`src/rtl/uart_tx_arbiter.sv`:
```
// Round-robin arbiter sharing one UartTX between two byte requesters.
// Each grant loads the UART, waits for its busy flag to rise and fall, then idles GAP cycles.
module uart_tx_arbiter #(
  parameter int unsigned GAP          = 0,
  parameter int unsigned BUSY_TIMEOUT = 8
) (
  input  logic        clk,
  input  logic        reset,
  input  logic        req0,
  input  logic [7:0]  data0,
  output logic        ack0,
  input  logic        req1,
  input  logic [7:0]  data1,
  output logic        ack1,
  output logic        tx_load,
  output logic [15:0] tx_in,
  input  logic [15:0] tx_out,
  output logic        busy,
  output logic [1:0]  grant,
  output logic        err
);

  localparam int unsigned TO_W = $clog2(BUSY_TIMEOUT + 1);
  localparam logic [TO_W-1:0] TO_LAST  = TO_W'(BUSY_TIMEOUT - 1);
  localparam logic [15:0]     GAP_LOAD = (GAP == 0) ? 16'd0 : 16'(GAP - 1);

  typedef enum logic [2:0] {
    S_IDLE,
    S_LOAD,
    S_WAIT_BUSY,
    S_WAIT_DONE,
    S_GAP
  } state_t;

  state_t          state_q, state_d;
  logic [7:0]      byte_q, byte_d;
  logic [1:0]      grant_q, grant_d;
  logic            prio1_q, prio1_d;
  logic            err_q, err_d;
  logic            tx_load_q, tx_load_d;
  logic            ack0_q, ack0_d;
  logic            ack1_q, ack1_d;
  logic            busy_q, busy_d;
  logic [15:0]     gap_q, gap_d;
  logic [TO_W-1:0] to_q, to_d;
  logic            win1;

  wire uart_busy = tx_out[15];

  logic unused_tx_bits;
  assign unused_tx_bits = ^tx_out[14:0];

  always_comb begin
    state_d   = state_q;
    byte_d    = byte_q;
    grant_d   = grant_q;
    prio1_d   = prio1_q;
    err_d     = err_q;
    tx_load_d = 1'b0;
    ack0_d    = 1'b0;
    ack1_d    = 1'b0;
    gap_d     = gap_q;
    to_d      = to_q;
    win1      = 1'b0;

    unique case (state_q)
      S_IDLE: begin
        // The UART has no reset, so a frame started before our reset may still be running.
        if (!uart_busy && (req0 || req1)) begin
          win1      = req1 && (!req0 || prio1_q);
          byte_d    = win1 ? data1 : data0;
          grant_d   = win1 ? 2'b10 : 2'b01;
          tx_load_d = 1'b1;
          ack0_d    = !win1;
          ack1_d    = win1;
          state_d   = S_LOAD;
        end
      end
      S_LOAD: begin
        prio1_d = grant_q[0];
        to_d    = '0;
        state_d = S_WAIT_BUSY;
      end
      S_WAIT_BUSY: begin
        if (uart_busy) begin
          state_d = S_WAIT_DONE;
        end else if (to_q == TO_LAST) begin
          err_d   = 1'b1;
          state_d = S_IDLE;
        end else begin
          to_d = to_q + 1'b1;
        end
      end
      S_WAIT_DONE: begin
        if (!uart_busy) begin
          if (GAP == 0) begin
            state_d = S_IDLE;
          end else begin
            gap_d   = GAP_LOAD;
            state_d = S_GAP;
          end
        end
      end
      S_GAP: begin
        if (gap_q == 16'd0) begin
          state_d = S_IDLE;
        end else begin
          gap_d = gap_q - 16'd1;
        end
      end
      default: state_d = S_IDLE;
    endcase

    busy_d = (state_d != S_IDLE);
  end

  always_ff @(posedge clk) begin
    if (reset) begin
      state_q   <= S_IDLE;
      byte_q    <= 8'h00;
      grant_q   <= 2'b00;
      prio1_q   <= 1'b0;
      err_q     <= 1'b0;
      tx_load_q <= 1'b0;
      ack0_q    <= 1'b0;
      ack1_q    <= 1'b0;
      busy_q    <= 1'b0;
      gap_q     <= 16'd0;
      to_q      <= '0;
    end else begin
      state_q   <= state_d;
      byte_q    <= byte_d;
      grant_q   <= grant_d;
      prio1_q   <= prio1_d;
      err_q     <= err_d;
      tx_load_q <= tx_load_d;
      ack0_q    <= ack0_d;
      ack1_q    <= ack1_d;
      busy_q    <= busy_d;
      gap_q     <= gap_d;
      to_q      <= to_d;
    end
  end

  assign ack0    = ack0_q;
  assign ack1    = ack1_q;
  assign tx_load = tx_load_q;
  assign tx_in   = {8'h00, byte_q};
  assign busy    = busy_q;
  assign grant   = grant_q;
  assign err     = err_q;

endmodule

```
`config.mk`:
```
export PLATFORM = sky130hd
export DESIGN_NAME = uart_tx_arbiter
export DESIGN_NICKNAME = d
export VERILOG_FILES = /design/src/rtl/uart_tx_arbiter.sv
export SDC_FILE = /design/constraint.sdc
export NUM_CORES = 1
export LEC_CHECK = 0
export BUFFER_PORTS_ARGS = -buffer_cell sky130_fd_sc_hd__buf_2
export CAP_MARGIN = 20
export CORE_ASPECT_RATIO = 0.6
export CORE_UTILIZATION = 51
export CTS_CLUSTER_SIZE = 20
export DETAILED_ROUTE_END_ITERATION = 8
export PLACE_DENSITY = 0.83
export SYNTH_ARGS = -nofsm -noshare
export SYNTH_HDL_FRONTEND = slang
export SYNTH_SLANG_ARGS = --single-unit
```
`constraint.sdc`:
```
create_clock -name clk -period 2.3 [get_ports clk]
set_input_delay 0.115 -clock clk [delete_from_list [all_inputs] [get_ports clk]]
set_output_delay 0.115 -clock clk [all_outputs]
set_load 0.02 [all_outputs]
```
==> impl_metrics.toml, run 1 <==
[timing]
clock.fmax_ghz = 0.458
period_share = 0.950
drv_slew = 0
finalSetupTns_ps = 0
maxSlewHeadroom = 0.641
setup_viol = 0
tightestPinTransition_ps = 539
hold_violations = 0
grt_setup_unrepaired = "false"
finClkSkew_ps = 4.66
finalHoldWorstSlack_ps = 120
period_needed_ps = 2190

[route]
drc = 0
avgRoutedWirePerCell_um = 13.1
first_pass_iters = 4
vias = 1685
first_iter_violations = 95
drtAntennaViolNets = 0
routed_wl_um = 3980
viasPerCell = 5.56

[clock_tree]
postCtsSetupRepairBufs = 0
cts_buffers = 5
cts_tree = "yes"
htreeDepth = 2
clk_latency_ps = 300
cts-root-buf = "clkbuf_8"
cts_hold_buf = 0
cts_sinks = 39
clk_path_buf_depth = 2
clk_pin_slew_worst_paths_ps = 80
ctsResizeCount = 0

[yosys]
synth_seq_cells = 39
synthTopCellsByCount = "39 x dfxtp_1, 21 x nor2_1, 20 x a21oi_1, 10 x a211oi_1, 10 x clkbuf_1"
synth_edf_count = 0
synth_xor_area_frac = 0
synth_cell_types = 47
synth_top_family_by_area = "simple AND/OR/NAND/NOR gates"
synth-main-ff-cell = "dfxtp_1"
synth-simple-area-share = 0.250
synth_mux_area_frac = 0.0529
netlist_instances = 220
synth_fa_ha_area_frac = 0.0131
yosys.area.top_type = "dfxtp_1"
syn-cell-area_um2 = 1920
synth_async_sr_flop_share = 0
synthTopCellsByArea = "dfxtp_1 41%, a21oi_1 5.2%, mux2i_1 4.7%, nor2_1 4.1%, a211oi_1 3.9%"
synth_compound_area_frac = 0.197
synth_seq_area_share = 0.407
syn_area_per_cell_um2 = 8.71
synth_top_area_frac = 0.407
yosys_warnings = 0
yosysMostFrequentCell = "dfxtp_1"

[worst_setup_path]
r2r-end = "gap_q[15]"
crit_path_end_kind = "register"
start_kind = "register"
reg2reg_slack_ps = 110
crit_arrival_ps = 2410
crit_fanout = 9
critical_path_class = "register to register"
cp_top_family = "simple AND/OR/NAND/NOR gates"
worstReg2RegStart = "gap_q[9]"
reg2reg_depth = 4
slowest_stage = "or4_1"
cp.depth = 4
crit_start = "gap_q[9]"
critPathMaxStageDelay_ps = 660
endpoint = "gap_q[15]"
path_buf_inv = 0
worstPathRequired_ps = 2520
path_cells = "or4_1, or4_1, or4_1, a21oi_1"
cpMostUsedCell = "or4_1"

[power]
combPwrFrac = 0.139
p_int_uw = 1050
power_frac_seq = 0.503
leakage_uw = 0.000941
switching_power_uw = 392
clockPowerShare = 0.359
ir_worst_vdd_v = 0.000444
switching_share = 0.271
power_density_nw_per_um2 = 652

[placed_design]
dp_hpwl_um = 2830
place.gp.congestion = 0.778
io_buffers = 35
dpl-instance-area_um2 = 2120

[finish]
fill_cells = 302
drive_gt1_frac = 0.256
area_delta_synth_final_pct = 15.8
nets = 295
design_area_um2 = 2220
n_antenna_cell = 0

[outcome]
status = "finished clean"

[run]
maxCapViolCount = 0

[global_routing]
antenna_found_initial = 0
grt_first_pass_wirelength_um = 6460
track_usage = 0.214
grt_pass1_vias = 1456
grt_max_degree = 24
gr-total-overflow = 0

[floorplan]
core_area_um2 = 3420
fp-row-count = 16
die_area_um2 = 4020
die_h_um = 49.5
chipWidth_um = 81.1
start_util = 0.560
io_pins = 59

[hold_path]
hp-class = "input pin to register"
## stage by stage
step | setup WS (ps) | util | total power (uW) | std cells
4_1_cts | 124 | 0.648 | 1460 | 303
2_1_floorplan | 241 | - | 891 | 227
6_report | 114 | 0.648 | 1450 | 303
5_1_grt | 0.248 | 0.648 | 1500 | 303
3_5_place_dp | 159 | 0.618 | 942 | 295
3_3_place_gp | 189 | 0.618 | 936 | 295
## state kept, by name, indices dropped and copies added, names as in the netlist
name     flops
grant        2
state_q      3
busy         1
ack0         1
err          1
tx_load      1
prio1_q      1
to_q         4
gap_q       16
byte_q       8
ack1         1
## cell type report
cell class,instances,area (um2),area share
Multi-Input combinational cell,162,1010,0.457
Clock buffer,7,96.3,0.0434
Clock inverter,1,7.51,0.00338
Sequential cell,39,781,0.352
Inverter,4,15.0,0.00676
Tap cell,45,56.3,0.0254
Timing Repair Buffer,45,250,0.113
## worst register-to-register path, delay by kind of cell, from the launching register on
kind            cells  cell delay, ps
compound gates      1             150
flops               1             360
simple gates        3            1610
## power by group through the flow
| stage | registers [uW] | logic [uW] | clock network [uW] |
|---|---|---|---|
| after global routing | 731 | 220 | 550 |
| after floorplan | 764 | 127 | 0 |
| after CTS | 726 | 201 | 528 |
| after detailed placement | 742 | 201 | 0 |
| final | 727 | 200 | 519 |
| after global placement | 740 | 195 | 0 |
## cells by family (layout without fill, tap and decap cells)
kind of cell | count (synthesis) | in the layout
mux | 10 | 10
compound gates | 60 | 60
other cells | 1 | 8
flops | 39 | 39
simple gates | 82 | 82
fa+ha+maj | 2 | 2
buf+inv | 26 | 57
## cells in the final DEF, fill, tap and decap left out, drive strengths merged, types with 4 or more instances in the layout
master  count
nor3        7
nand2       6
nor2b       4
o31ai       8
nor2       21
or3         6
buf        45
a21oi      20
or4        12
a211oi     10
inv         4
dfxtp      39
nor3b       4
o21ai      10
clkbuf      7
conb        8
mux2i       9
## how the worst min path moves through the flow
stage,slack (ps),to,startpoint,depth (start not counted)
after floorplan,270,state_q[0],tx_out[15],2
after global placement,420,state_q[0],tx_out[15],3
after detailed placement,430,state_q[0],tx_out[15],3
after CTS,110,state_q[0],tx_out[15],3
after global routing,120,state_q[0],tx_out[15],3
final,120,state_q[0],tx_out[15],3
## per-layer routing
metal / track usage / up-vias / part of all wire
li1: - / 874 / -
met1: 0.289 / 775 / 0.54
met2: 0.321 / 34 / 0.41
met3: 0.0667 / 2 / 0.043
met4: 0.0714 / 0 / 0.0053
met5: 0 / - / 0
(Power assumes the default switching activity.)
==> inputs of run 2 (changes only) <==
Settings changed: REMOVE_ABC_BUFFERS set to 1.
==> impl_metrics.toml, run 2 (same netlist as run 1, synthesis figures left out) <==
[timing]
setup_viol = 0
layout_setup_ws_ps = 179
tightestPinTransition_ps = 523
finalSetupTns_ps = 0
grt_setup_unrepaired = "false"
finClkSkew_ps = 4.10
period_needed_ps = 2120
clock.fmax_ghz = 0.471
hold_violations = 0
maxSlewHeadroom = 0.652
drv_slew = 0
period_share = 0.922

[route]
first_pass_iters = 4
vias = 1740
avgRoutedWirePerCell_um = 13.4
first_iter_violations = 117
drtAntennaViolNets = 0
routed_wl_um = 4080
viasPerCell = 5.72
drc = 0

[power]
ir_worst_vdd_v = 0.000370
p_int_uw = 995
clockPowerShare = 0.324
power_density_nw_per_um2 = 623
combPwrFrac = 0.147
leakage_uw = 0.000937
power_frac_seq = 0.529
power_uw = 1370
switching_share = 0.276
switching_power_uw = 379

[clock_tree]
ctsResizeCount = 0
clk_pin_slew_worst_paths_ps = 70
cts_tree = "yes"
cts-root-buf = "clkbuf_8"
clk_latency_ps = 290
cts_sinks = 39
cts_buffers = 5
htreeDepth = 2
postCtsSetupRepairBufs = 0
cts_hold_buf = 0
clk_path_buf_depth = 2

[placed_design]
io_buffers = 35
place_inst = 296
dp_hpwl_um = 3010
dp_slack_ps = 188
dpl-instance-area_um2 = 2120
place.gp.congestion = 0.792

[floorplan]
chipWidth_um = 81.1
core_area_um2 = 3420
die_area_um2 = 4020
io_pins = 59
start_util = 0.560
fp-row-count = 16
die_h_um = 49.5

[finish]
register_area_um2 = 781
nets = 296
fill_cells = 286
area_delta_synth_final_pct = 15.0
stdcell_count = 304
design_area_um2 = 2200
drive_gt1_frac = 0.251
n_antenna_cell = 0
largest-register = "gap_q"
reg_top3 = "gap_q: 16 flops, byte_q: 8 flops, to_q: 4 flops"
final_cell_mix = "39 x dfxtp_1, 35 x buf_2, 21 x nor2_1"
final_common_cell = "dfxtp_1"
multi_input_area_um2 = 1010
largest_reg_flops = 16

[outcome]
status = "finished clean"

[worst_setup_path]
crit_fanout = 8
start_kind = "register"
critical_path_class = "register to register"
crit_path_end_kind = "register"
crit_arrival_ps = 2350
worstPathRequired_ps = 2520

[hold_path]
hp-class = "input pin to register"

[global_routing]
grt_max_degree = 23
gr-total-overflow = 0
antenna_found_initial = 0
track_usage = 0.227
grt_pass1_vias = 1556
grt_first_pass_wirelength_um = 6870

[run]
maxCapViolCount = 0
-- run 2: worst paths after layout --
check,startpoint,to,slack [ps],cells after the start
worst max-delay path,gap_q[8],gap_q[15],180,4
worst max register to register,gap_q[8],gap_q[15],180,4
worst min-delay path,tx_out[15],state_q[0],140,3
worst min register to register,grant[1],grant[1],460,2
-- run 2: area by class of cell --
type / count / area share
flip-flops and latches: 39 / 0.354
clock buffers: 7 / 0.0346
repair buffers: 46 / 0.117
well taps: 45 / 0.0255
inverters: 4 / 0.00681
multi-input cells: 162 / 0.460
clock inverters: 1 / 0.00227
-- run 2: per-layer routing --
metal | global-route usage | up-vias | wire (um)
li1 | - | 881 | -
met1 | 0.321 | 803 | 2080
met2 | 0.332 | 54 | 1720
met3 | 0.0778 | 2 | 256
met4 | 0.0476 | 0 | 18
met5 | 0 | - | 0
-- run 2: critical path: stages, from the launching register on --
cell and delay, ps:
dfxtp_1 370, or4_1 620, or4_1 450, or4_1 480, a21oi_1 140
-- run 2: power groups by stage --
stage | clock [uW] | combinational [uW] | sequential, uW
after floorplan | 0 | 95.3 | 770
after global placement | 0 | 195 | 740
after detailed placement | 0 | 201 | 742
after CTS | 451 | 202 | 727
after global routing | 486 | 221 | 732
final | 445 | 202 | 727
-- run 2: per-stage QoR --
stage,util,hold WS (ps)
floorplan,-,184
global placement,0.620,430
detailed placement,0.620,441
CTS,0.644,135
global route,0.644,136
finish,0.644,140
